`config.mk`:
```
export PLATFORM = sky130hd
export DESIGN_NAME = mem_wb_stage_flat
export DESIGN_NICKNAME = d
export VERILOG_FILES = /design/src/rtl/mem_wb_pkg.sv /design/src/rtl/mem_wb_if.sv /design/src/rtl/load_align.sv /design/src/rtl/mem_wb_stage.sv /design/src/flat_wrapper.sv
export SDC_FILE = /design/constraint.sdc
export NUM_CORES = 1
export LEC_CHECK = 0
export ABC_AREA = 1
export CORE_ASPECT_RATIO = 1.1
export CORE_MARGIN = 2
export CORE_UTILIZATION = 49
export DETAILED_ROUTE_END_ITERATION = 7
export PLACE_DENSITY = 0.87
export RECOVER_POWER = 25
export SLEW_MARGIN = 20
export SYNTH_ARGS = -nofsm -noshare
export SYNTH_HDL_FRONTEND = slang
export SYNTH_SLANG_ARGS = --single-unit
```
`constraint.sdc`:
```
create_clock -name clk -period 2.6 [get_ports clk]
set_input_delay 0.39 -clock clk [delete_from_list [all_inputs] [get_ports clk]]
set_output_delay 0.39 -clock clk [all_outputs]
set_load 0.005 [all_outputs]
```
`src/rtl/mem_wb_pkg.sv`:
```
// Shared encodings and helpers for the MEM/WB stage: access sizes, FSM states,
// byte-lane enable and alignment decode.
package mem_wb_pkg;

  localparam logic [1:0] SZ_BYTE = 2'b00;
  localparam logic [1:0] SZ_HALF = 2'b01;
  localparam logic [1:0] SZ_WORD = 2'b10;

  typedef enum logic {ST_IDLE, ST_ACCESS} state_e;

  function automatic logic [3:0] byte_enable(input logic [1:0] size, input logic [1:0] addr_lo);
    case (size)
      SZ_BYTE: return 4'b0001 << addr_lo;
      SZ_HALF: return 4'b0011 << addr_lo;
      default: return 4'b1111;
    endcase
  endfunction

  // Size 2'b11 decodes as a word, so any size with bit 1 set needs full alignment.
  function automatic logic misaligned(input logic [1:0] size, input logic [1:0] addr_lo);
    return ((size == SZ_HALF) && addr_lo[0]) || (size[1] && (addr_lo != 2'b00));
  endfunction

endpackage

```
`src/rtl/mem_wb_if.sv`:
```
// Data-memory request/ready bus between the MEM/WB stage (master) and memory (slave).
interface mem_wb_if #(parameter int ADDR_W = 32) ();
  logic              dmem_req;
  logic              dmem_we;
  logic [ADDR_W-1:0] dmem_addr;
  logic [3:0]        dmem_be;
  logic [31:0]       dmem_wdata;
  logic              dmem_ready;
  logic [31:0]       dmem_rdata;

  modport master (
    output dmem_req, dmem_we, dmem_addr, dmem_be, dmem_wdata,
    input  dmem_ready, dmem_rdata
  );

  modport slave (
    input  dmem_req, dmem_we, dmem_addr, dmem_be, dmem_wdata,
    output dmem_ready, dmem_rdata
  );
endinterface

```
`src/rtl/load_align.sv`:
```
// Load data extraction: shift the addressed lane down and sign/zero extend.
module load_align
  import mem_wb_pkg::*;
(
  input  logic [31:0] rdata,
  input  logic [1:0]  addr_lo,
  input  logic [1:0]  size,
  input  logic        unsigned_ld,
  output logic [31:0] data
);
  logic [31:0] w_shift;

  assign w_shift = rdata >> {addr_lo, 3'b000};

  always_comb begin
    case (size)
      SZ_BYTE: data = {{24{~unsigned_ld & w_shift[7]}},  w_shift[7:0]};
      SZ_HALF: data = {{16{~unsigned_ld & w_shift[15]}}, w_shift[15:0]};
      default: data = w_shift;
    endcase
  end
endmodule

```
`src/rtl/mem_wb_stage.sv`:
```
// MIPS memory-access stage: issues one data-memory transaction per load/store,
// stalls upstream until ready, and registers the writeback bundle.
module mem_wb_stage
  import mem_wb_pkg::*;
#(
  parameter int ADDR_W = 32
) (
  input  logic        clk,
  input  logic        reset,
  input  logic        in_valid,
  input  logic        in_mem_read,
  input  logic        in_mem_write,
  input  logic [1:0]  in_size,
  input  logic        in_unsigned,
  input  logic [31:0] in_alu_result,
  input  logic [31:0] in_store_data,
  input  logic [4:0]  in_rd,
  input  logic        in_reg_write,
  input  logic        in_mem_to_reg,
  mem_wb_if.master    dmem,
  output logic        stall,
  output logic        misalign,
  output logic        wb_valid,
  output logic [4:0]  wb_rd,
  output logic        wb_reg_write,
  output logic [31:0] wb_data
);
  state_e            r_state, w_next;
  logic              r_we, r_reg_write, r_mem_to_reg, r_unsigned, r_misalign;
  logic [ADDR_W-1:0] r_addr;
  logic [3:0]        r_be;
  logic [31:0]       r_wdata, r_alu, r_wb_data;
  logic [4:0]        r_rd, r_wb_rd;
  logic [1:0]        r_size, r_addr_lo;
  logic              r_wb_valid, r_wb_reg_write;
  logic              w_mem_op, w_misal, w_issue;
  logic [31:0]       w_wdata, w_load;

  assign w_mem_op = in_valid & (in_mem_read | in_mem_write);
  assign w_misal  = misaligned(in_size, in_alu_result[1:0]);
  assign w_issue  = w_mem_op & ~w_misal;

  always_comb begin
    case (in_size)
      SZ_BYTE: w_wdata = {4{in_store_data[7:0]}};
      SZ_HALF: w_wdata = {2{in_store_data[15:0]}};
      default: w_wdata = in_store_data;
    endcase
  end

  always_comb begin
    w_next = r_state;
    stall  = 1'b0;
    case (r_state)
      ST_IDLE: begin
        stall = w_issue;
        if (w_issue) w_next = ST_ACCESS;
      end
      ST_ACCESS: begin
        stall = ~dmem.dmem_ready;
        if (dmem.dmem_ready) w_next = ST_IDLE;
      end
      default: w_next = ST_IDLE;
    endcase
  end

  load_align u_load_align (
    .rdata       (dmem.dmem_rdata),
    .addr_lo     (r_addr_lo),
    .size        (r_size),
    .unsigned_ld (r_unsigned),
    .data        (w_load)
  );

  always_ff @(posedge clk or negedge reset) begin
    if (!reset) begin
      r_state        <= ST_IDLE;
      r_we           <= 1'b0;
      r_addr         <= '0;
      r_be           <= '0;
      r_wdata        <= '0;
      r_alu          <= '0;
      r_rd           <= '0;
      r_reg_write    <= 1'b0;
      r_mem_to_reg   <= 1'b0;
      r_unsigned     <= 1'b0;
      r_size         <= '0;
      r_addr_lo      <= '0;
      r_misalign     <= 1'b0;
      r_wb_valid     <= 1'b0;
      r_wb_rd        <= '0;
      r_wb_reg_write <= 1'b0;
      r_wb_data      <= '0;
    end else begin
      r_state    <= w_next;
      r_misalign <= 1'b0;
      case (r_state)
        ST_IDLE: begin
          if (w_issue) begin
            r_we           <= in_mem_write;
            r_addr         <= ADDR_W'({in_alu_result[31:2], 2'b00});
            r_be           <= byte_enable(in_size, in_alu_result[1:0]);
            r_wdata        <= w_wdata;
            r_alu          <= in_alu_result;
            r_rd           <= in_rd;
            // A combined read+write performs the store and must not write the RF.
            r_reg_write    <= in_reg_write & ~(in_mem_read & in_mem_write);
            r_mem_to_reg   <= in_mem_to_reg;
            r_unsigned     <= in_unsigned;
            r_size         <= in_size;
            r_addr_lo      <= in_alu_result[1:0];
            r_wb_valid     <= 1'b0;
            r_wb_reg_write <= 1'b0;
          end else if (w_mem_op) begin
            r_misalign     <= 1'b1;
            r_wb_valid     <= 1'b0;
            r_wb_reg_write <= 1'b0;
          end else begin
            r_wb_valid     <= in_valid;
            r_wb_rd        <= in_rd;
            r_wb_reg_write <= in_reg_write;
            r_wb_data      <= in_alu_result;
          end
        end
        ST_ACCESS: begin
          if (dmem.dmem_ready) begin
            r_wb_valid     <= 1'b1;
            r_wb_rd        <= r_rd;
            r_wb_reg_write <= r_reg_write;
            r_wb_data      <= r_mem_to_reg ? w_load : r_alu;
          end else begin
            r_wb_valid     <= 1'b0;
            r_wb_reg_write <= 1'b0;
          end
        end
        default: ;
      endcase
    end
  end

  assign dmem.dmem_req   = (r_state == ST_ACCESS);
  assign dmem.dmem_we    = r_we;
  assign dmem.dmem_addr  = r_addr;
  assign dmem.dmem_be    = r_be;
  assign dmem.dmem_wdata = r_wdata;
  assign misalign        = r_misalign;
  assign wb_valid        = r_wb_valid;
  assign wb_rd           = r_wb_rd;
  assign wb_reg_write    = r_wb_reg_write;
  assign wb_data         = r_wb_data;
endmodule

```
`src/flat_wrapper.sv`:
```
// flat-port wrapper written by rule: the top's interface ports become plain ports
module mem_wb_stage_flat import mem_wb_pkg::*;
#(
  parameter int ADDR_W = 32
)
  (clk, reset, in_valid, in_mem_read, in_mem_write, in_size, in_unsigned, in_alu_result, in_store_data, in_rd, in_reg_write, in_mem_to_reg, stall, misalign, wb_valid, wb_rd, wb_reg_write, wb_data, dmem_dmem_req, dmem_dmem_we, dmem_dmem_addr, dmem_dmem_be, dmem_dmem_wdata, dmem_dmem_ready, dmem_dmem_rdata);
  mem_wb_if #(.ADDR_W(ADDR_W)) dmem_i ();
  input  logic clk;
  input  logic reset;
  input  logic in_valid;
  input  logic in_mem_read;
  input  logic in_mem_write;
  input  logic [1:0] in_size;
  input  logic in_unsigned;
  input  logic [31:0] in_alu_result;
  input  logic [31:0] in_store_data;
  input  logic [4:0] in_rd;
  input  logic in_reg_write;
  input  logic in_mem_to_reg;
  output logic stall;
  output logic misalign;
  output logic wb_valid;
  output logic [4:0] wb_rd;
  output logic wb_reg_write;
  output logic [31:0] wb_data;
  output wire logic [$bits(dmem_i.dmem_req)-1:0] dmem_dmem_req;
  output wire logic [$bits(dmem_i.dmem_we)-1:0] dmem_dmem_we;
  output wire logic [$bits(dmem_i.dmem_addr)-1:0] dmem_dmem_addr;
  output wire logic [$bits(dmem_i.dmem_be)-1:0] dmem_dmem_be;
  output wire logic [$bits(dmem_i.dmem_wdata)-1:0] dmem_dmem_wdata;
  input wire logic [$bits(dmem_i.dmem_ready)-1:0] dmem_dmem_ready;
  input wire logic [$bits(dmem_i.dmem_rdata)-1:0] dmem_dmem_rdata;
  assign dmem_dmem_req = dmem_i.dmem_req;
  assign dmem_dmem_we = dmem_i.dmem_we;
  assign dmem_dmem_addr = dmem_i.dmem_addr;
  assign dmem_dmem_be = dmem_i.dmem_be;
  assign dmem_dmem_wdata = dmem_i.dmem_wdata;
  assign dmem_i.dmem_ready = dmem_dmem_ready;
  assign dmem_i.dmem_rdata = dmem_dmem_rdata;
  mem_wb_stage #(.ADDR_W(ADDR_W)) u_core (.clk(clk), .reset(reset), .in_valid(in_valid), .in_mem_read(in_mem_read), .in_mem_write(in_mem_write), .in_size(in_size), .in_unsigned(in_unsigned), .in_alu_result(in_alu_result), .in_store_data(in_store_data), .in_rd(in_rd), .in_reg_write(in_reg_write), .in_mem_to_reg(in_mem_to_reg), .dmem(dmem_i), .stall(stall), .misalign(misalign), .wb_valid(wb_valid), .wb_rd(wb_rd), .wb_reg_write(wb_reg_write), .wb_data(wb_data));
endmodule
```
# ---- Word level (Yosys, flattened, before mapping)
# Cells that the tools add are included.
dict set report classes {
  eq_ne 5
  shift 3
  n_mux 27
  n_bitwise 12
  n_reduce_logical 8
}
# cell count
set op_table {}
lappend op_table {{$pmux W32 S2} 3}
lappend op_table {{$mux W32} 4}
lappend op_table {{$shr A32 B5 Y32} 1}
lappend op_table {{$mux W5} 3}
lappend op_table {{$mux W1} 11}
lappend op_table {{$pmux W5 S2} 1}
lappend op_table {{$pmux W1 S2} 4}
lappend op_table {{$pmux W4 S2} 1}
lappend op_table {{$and A1 B1 Y1} 6}
lappend op_table {{$ne A2 B2 Y1 const B} 3}
lappend op_table {{$not A1 Y1} 5}
lappend op_table {{$eq A2 B1 Y1 const B} 2}
lappend op_table {{$logic_not A2 Y1} 2}
lappend op_table {{$shl A1 B2 Y4 const A} 1}
lappend op_table {{$shl A2 B2 Y4 const A} 1}
lappend op_table {{$reduce_and A3 Y1} 1}
lappend op_table {{$logic_and A1 B1 Y1} 2}
lappend op_table {{$reduce_and A2 Y1} 1}
lappend op_table {{$reduce_bool A2 Y1} 1}
lappend op_table {{$logic_or A1 B1 Y1} 1}
lappend op_table {{$or A1 B1 Y1} 1}
dict set report word_totals {
  register_bits 152
  out_inout_bits 111
  wordCells 72
}

# ---- Depth between registers and ports, before layout
# Gate-level depths: netlist of the first run.
dict set report depth {
  depth_word 7
  depth_mapped 11
  mapped_depth_nobuf 9
}

# ---- Modules after synthesis
# From an unflattened synthesis of the first run, not the netlist that was laid out.
dict set report unflattened {
  hier_cells 1051
  hier_area_um2 6981.7
}
# module n_inst cells_each area_per_inst_um2 seq_area_each_um2
set by_module_without_submodules {}
lappend by_module_without_submodules {mem_wb_stage 1 877 6078.3 3002.9}
lappend by_module_without_submodules {load_align 1 174 903.4 0.0}

# ---- Worst setup path before layout of the first run
# OpenSTA, ideal clock, no wires.
dict set report synth_timing {
  path_kind {input port to output port}
  startpoint {in in_size[0]}
  endpoint {out stall}
  arrival_ns 1.226
  t_required_ns 2.210
  slack_ns 0.984
  path_stages 9
  n_path_buf 2
  cell_sequence {inv_1 nor2_4 nand2_1 nand2_1 nand2_2 nand2_4 buf_6 buf_6 nand2_1}
}
dict set report synth_between {
  elab_chain_cells 6
}
# element line
set synth_rtl {}
lappend synth_rtl {{from (decl)} flat_wrapper.sv:13} ;# input logic [1:0] in_size;
lappend synth_rtl {{$eq A2 B1 Y1} mem_wb_pkg.sv:21} ;# return ((size == SZ_HALF) && addr_lo[0]) || (size[1] && (addr_lo != 2'b00));
lappend synth_rtl {{$logic_and A1 B1 Y1} mem_wb_pkg.sv:21}
lappend synth_rtl {{$logic_or A1 B1 Y1} mem_wb_pkg.sv:21}
lappend synth_rtl {{$not A1 Y1} mem_wb_stage.sv:41} ;# assign w_issue = w_mem_op & ~w_misal;
lappend synth_rtl {{$and A1 B1 Y1} mem_wb_stage.sv:41}
lappend synth_rtl {{$pmux W1 S2} mem_wb_stage.sv:54} ;# case (r_state)
lappend synth_rtl {{to (decl)} flat_wrapper.sv:20} ;# output logic stall;
# No other way between the ends.

# ---- Worst setup path after layout of the first run
dict set report layout_timing {
  startpoint {in in_size[1]}
  endpoint {out stall}
}
dict set report layout_between {
  elab_chain_cells 6
  elab_cells_between_ends 7
}
# element line
set layout_rtl {}
lappend layout_rtl {{$eq A2 B1 Y1} mem_wb_pkg.sv:21}
lappend layout_rtl {{$logic_and A1 B1 Y1} mem_wb_pkg.sv:21}
lappend layout_rtl {{$logic_or A1 B1 Y1 (*)} mem_wb_pkg.sv:21}
lappend layout_rtl {{$not A1 Y1 (*)} mem_wb_stage.sv:41}
lappend layout_rtl {{$and A1 B1 Y1 (*)} mem_wb_stage.sv:41}
lappend layout_rtl {{$pmux W1 S2 (*)} mem_wb_stage.sv:54}
# Every way passes the cells marked *; elsewhere a longest branch is shown, timed or not.

==> qor.yml, run 1 <==
clocking:
  numCtsBuffers: 17
  clkTransAtPathRegs_ns: 0.05
  cts_tree: "yes"
  htreeDepth: 4
  clk-insertion-delay-late_ns: 0.42
  cts_setup_buffers: 0
  clockBufferDepth: 2
  cts.sinks: 120
  cts-root-buf: "clkbuf_16"
cells_and_area:
  drive_above_1_share: 0.0697
  fin_util: 0.725
  antenna_cells: 0
  stdcell_area_um2: 9050
  syn2layout_area_growth_pct: 45.9
  final_nets: 1147
sta:
  slew_violations: 0
  fin_setup_tns_ns: 0
  finalSetupViolations: 0
  slew_headroom: 0.312
  fin_skew_ns: 0.00919
  hold_viol: 0
  final.min_clock_period_ns: 2.42
  finalCritPeriodShare: 0.932
  worst_pin_slew_ns: 1.03
  fmax_mhz: 413
  rsz0062_at_grt: "no"
logic_synthesis:
  synth_compound_area_frac: 0.151
  syn_avg_cell_area_um2: 7.47
  synth_area_um2: 6200
  synth_top_family_by_area: "simple AND/OR/NAND/NOR gates"
  synth_mux_area_frac: 0
  ys_top_cells_by_area: "dfrtp_1 48%, nand2_1 18%, a21oi_1 6.5%"
  synth-simple-area-share: 0.291
  yosys.area_share.adder: 0
  synthXorXnorAreaFrac: 0
  ys_warn_count: 0
  synth_seq_cells: 120
  synth_top_area_frac: 0.484
  yosysSeqAreaShare: 0.484
  synthCells: 831
  synth_top_cell_by_area: "dfrtp_1"
  post_synth_num_cell_types: 30
placement:
  place_congestion: 0.958
  post-dp-hpwl_um: 14200
  portBuffers: 220
  placed_area_um2: 8430
setup_path:
  reg2reg_setup_slack_ns: 0.56
  path_class: "in2out"
  worst_ep_required_time_ns: 2.21
  worst-path-max-fanout: 6
  worstPathArrival_ns: 2.03
  cp-end-kind: "output port"
  startpoint_type: "input port"
die:
  start_util: 0.497
  die_h_um: 122
  die-area_um2: 13600
  ioPinCount: 223
  rows: 43
  core-area_um2: 12500
  die_w_um: 111
global_route:
  grt.total_usage: 0.300
  grt_max_degree: 63
  grt_overflow: 0
  antenna_found_initial: 0
  grt_pass1_vias: 6359
  grt_pass1_wl_um: 32000
drt:
  postRouteAntennaNets: 0
  drt_first_pass_iters: 6
  drt-initial-drc-count: 668
  finalWirelength_um: 20300
  wl_per_cell_um: 16.8
  vias: 6621
  routed_via_density: 5.49
  drc: 0
min_path:
  holdCritPathClass: "reg2reg"
power:
  ir_worst_vdd_v: 0.000430
  p_leak_uw: 0.00421
  cellPowerDensity_nw_per_um2: 866
job:
  cap_viol_max_count: 0
outcome:
  status: "finished, final reports clean"
area by class of cell:
| cell class | instances | area [um^2] |
|---|---|---|
| clock inverters | 12 | 174 |
| multi-input cells | 626 | 2750 |
| repair buffers | 237 | 2350 |
| well taps | 157 | 196 |
| fillers | 986 | 3430 |
| flip-flops and latches | 120 | 3000 |
| clock buffers | 20 | 457 |
| inverters | 33 | 124 |
what timing repair did:
action | 4_1_cts | 5_1_grt
gates resized for setup | 0 | 0
hold buffers | 1 | 0
hold endpoints to repair | 39 | 0
placed cells by master, fill, tap and decap left out, types with 2 or more instances in the layout:
cell type | Yosys | routed
nand2_1 | 302 | 302
clkdlybuf4s50_1 | 0 | 219
dfrtp_1 | 120 | 120
nor2_1 | 92 | 92
a21oi_1 | 80 | 80
o21ai_0 | 54 | 54
nand3_1 | 42 | 42
inv_1 | 24 | 24
clkbuf_16 | 0 | 17
o21ai_1 | 15 | 15
buf_4 | 7 | 13
inv_2 | 9 | 9
or2_2 | 7 | 7
o211ai_1 | 7 | 7
a22o_1 | 5 | 5
a31oi_1 | 5 | 5
a22oi_1 | 4 | 4
clkinvlp_4 | 0 | 4
bufinv_16 | 0 | 4
nand2_2 | 3 | 3
clkinv_2 | 0 | 3
conb_1 | 1 | 2
clkbuf_8 | 0 | 2
buf_12 | 0 | 2
cell families (layout without fill, tap and decap cells):
logic type / count (synthesis) / count (layout)
simple gates: 451 / 451
compound gates: 173 / 173
flops: 120 / 120
buf+inv: 86 / 302
other cells: 1 / 2
layer usage:
| layer | vias to the layer above | wire length [um] | global-route usage |
|---|---|---|---|
| met3 | 49 | 1990 | 0.0826 |
| met5 | - | 0 | 0 |
| met1 | 3086 | 7870 | 0.370 |
| li1 | 3089 | - | - |
| met2 | 397 | 9880 | 0.507 |
| met4 | 0 | 544 | 0.113 |
worst max-delay path: stages:
cell,delay [ns]
clkdlybuf4s50_1,0.63
nor2_4,0.07
nand2_1,0.08
nand2_1,0.07
nand2_2,0.09
nand2_4,0.07
nand2_1,0.10
clkdlybuf4s50_1,0.54
report_power, final:
group	internal, uW	switching [uW]
Clock	1650	873
Combinational	1360	1270
Sequential	2330	350
Total	5340	2490
Yosys cell counts, drive strengths merged:
cell type and number:
a21oi 81, a22o 5, a22oi 4, a31oi 5
a32o 1, buf 41, clkbuf 12, conb 1
dfrtp 120, inv 33, nand2 306, nand3 43
nand4 1, nor2 94, o211ai 7, o21ai 69
o22ai 1, or2 7
final timing paths:
path                                             to  cells past startpoint               from
worst min register to register    u_core.wb_data[3]                      2  u_core.wb_data[3]
worst max register to register   u_core.wb_data[25]                      6    u_core.r_alu[1]
worst min-delay path              u_core.wb_data[3]                      2  u_core.wb_data[3]
min in group asynchronous          u_core.r_alu[25]                      2              reset
worst max-delay path                          stall                      8         in_size[1]
max in group asynchronous       u_core.dmem.dmem_we                      3              reset
through the flow:
| stage | power (uW) | hold slack [ns] | setup slack, ns | instances |
|---|---|---|---|---|
| floorplan | 3900 | 0.0944 | 0.984 | 832 |
| global placement | 5250 | 0.408 | 0.241 | 1172 |
| detailed placement | 5310 | 0.411 | 0.193 | 1172 |
| CTS | 7850 | 0.482 | 0.181 | 1205 |
| global route | 8260 | 0.503 | 0.0695 | 1205 |
| finish | 7840 | 0.479 | 0.177 | 1205 |
Power figures use the tool's default switching activity.
==> run 2, diff against run 1 <==
- RECOVER_POWER: 25 -> default
- TNS_END_PERCENT: default -> 50
==> qor.yml, run 2 (synthesis results as in run 1) <==
outcome:
  status: "finished, final reports clean"  # unchanged
drt:
  wl_per_cell_um: 16.8  # about the same
  routed_via_density: 5.50  # was 5.49
  drt_first_pass_iters: 5  # was 6
  postRouteAntennaNets: 0  # unchanged
  drc: 0  # unchanged
  vias: 6630  # was 6,621
  drt-initial-drc-count: 658  # was 668
  finalWirelength_um: 20200  # was 20,300 um
sta:
  hold_viol: 0  # unchanged
  whs_ns: 0.478  # was 0.479 ns
  finalCritPeriodShare: 0.932  # about the same
  rsz0062_at_grt: "no"  # unchanged
  fin_setup_tns_ns: 0  # unchanged
  slew_headroom: 0.590  # was 0.312
  fmax_mhz: 413  # about the same
  slew_violations: 0  # unchanged
  final.min_clock_period_ns: 2.42  # about the same
  fin_skew_ns: 0.00953  # was 0.00919 ns
  worst_pin_slew_ns: 0.615  # was 1.03 ns
  finalSetupViolations: 0  # unchanged
setup_path:
  r2r_end: "u_core.wb_data[25]"  # unchanged
  reg2reg_setup_slack_ns: 0.57  # was 0.56 ns
  startpoint_type: "input port"  # unchanged
  reg2regPathDepth: 6  # unchanged
  worst-path-max-fanout: 6  # unchanged
  cp-end-kind: "output port"  # unchanged
  path_class: "in2out"  # unchanged
  crit-reg2reg-launch: "u_core.r_alu[1]"  # unchanged
  worst_ep_required_time_ns: 2.21  # about the same
  worstPathArrival_ns: 2.03  # about the same
die:
  start_util: 0.497  # unchanged
  die_w_um: 111  # unchanged
  rows: 43  # unchanged
  ioPinCount: 223  # unchanged
  die-area_um2: 13600  # unchanged
  die_h_um: 122  # unchanged
  core-area_um2: 12500  # unchanged
placement:
  place_congestion: 0.958  # unchanged
  portBuffers: 220  # unchanged
  place_inst: 1172  # unchanged
  post-dp-hpwl_um: 14200  # unchanged
  placed_area_um2: 8430  # unchanged
cells_and_area:
  layout_commonest_cell: "nand2_1"  # unchanged
  final_cell_mix: "302 x nand2_1, 219 x clkdlybuf4s50_1, 120 x dfrtp_1"  # unchanged
  antenna_cells: 0  # unchanged
  stdcell_count: 1205  # unchanged
  syn2layout_area_growth_pct: 46.2  # was 45.9%
  final_nets: 1147  # unchanged
  drive_above_1_share: 0.0697  # unchanged
  stdcell_area_um2: 9070  # was 9050 um^2
global_route:
  grt_pass1_vias: 6359  # unchanged
  grt_pass1_wl_um: 32000  # unchanged
  grt_max_degree: 63  # unchanged
  antenna_found_initial: 0  # unchanged
  grt_overflow: 0  # unchanged
  grt.total_usage: 0.300  # unchanged
min_path:
  min-delay-start: "u_core.wb_data[6]"  # was u_core.wb_data[3]
  worstHoldEndpoint: "u_core.wb_data[6]"  # was u_core.wb_data[3]
  hold_depth: 2  # unchanged
  holdCritPathClass: "reg2reg"  # unchanged
job:
  cap_viol_max_count: 0  # unchanged
clocking:
  clkTransAtPathRegs_ns: 0.06  # was 0.05 ns
  clockBufferDepth: 2  # unchanged
  cts-root-buf: "clkbuf_16"  # unchanged
  cts_tree: "yes"  # unchanged
  htreeDepth: 4  # unchanged
  numCtsBuffers: 17  # unchanged
  cts.repair.resized: 0  # unchanged
  clk-insertion-delay-late_ns: 0.42  # about the same
  cts_setup_buffers: 0  # unchanged
  cts.sinks: 120  # unchanged
power:
  ir_worst_vdd_v: 0.000430  # about the same
  p_leak_uw: 0.00421  # about the same
  cellPowerDensity_nw_per_um2: 865  # was 866 nW/um^2
  p_total_uw: 7840  # about the same
run 2: cell count changes in the layout (fill, tap and decap cells not counted), sizes merged:
cell	before	now
clkbuf	22	20
buf	15	17
run 2: report_power, final:
| part | internal [uW] | switching [uW] |
|---|---|---|
| sequential | 2330 | 350 |
| clock | 1650 | 874 |
| combinational | 1360 | 1270 |
run 2: final cells by class:
class | count | area, um^2
inverter | 33 | 124
multi-input combinational | 626 | 2750
tap | 157 | 196
fill | 984 | 3410
sequential | 120 | 3000
clock inverter | 12 | 174
timing repair buffer | 237 | 2370
clock buffer | 20 | 457
run 2: worst max path at each step:
stage	start	endpoint
6_report	in_size[1]	stall
3_3_place_gp	in_size[1]	stall
4_1_cts	in_size[1]	stall
3_5_place_dp	in_size[1]	stall
2_1_floorplan	in_size[0]	stall
5_1_grt	in_size[1]	stall
run 2: per-layer routing:
layer  vias up  global-route usage  routed length [um]
li1       3090                   -                   -
met1      3081               0.370                7850
met2       408               0.507                9800
met3        51              0.0826                2000
met4         0               0.113                 570
met5         -                   0                   0
run 2: what timing repair did:
action                                  in CTS  in global routing
endpoints found under the hold margin       39                  0
endpoints found under the setup margin       0                  0
hold buffers                                 1                  0
run 2: stage by stage:
| stage | worst slack (ns) | util |
|---|---|---|
| after floorplan | 0.984 | - |
| after global placement | 0.241 | 0.675 |
| after detailed placement | 0.193 | 0.675 |
| after CTS | 0.181 | 0.726 |
| after global routing | 0.0695 | 0.726 |
| final | 0.176 | 0.726 |
run 2: critical path, stage by stage:
cell and delay [ns]:
clkdlybuf4s50_1 0.63, nor2_4 0.07, nand2_1 0.08, nand2_1 0.07, nand2_2 0.09, nand2_4 0.07, nand2_1 0.10, clkdlybuf4s50_1 0.54
==> run 3, diff against run 2 <==
- ABC_CLOCK_PERIOD_IN_PS: default -> 2600
- SLEW_MARGIN: 20 -> 0
==> results of run 3 <==
No change in the layout: final DEF, timing and power equal those of run 2.
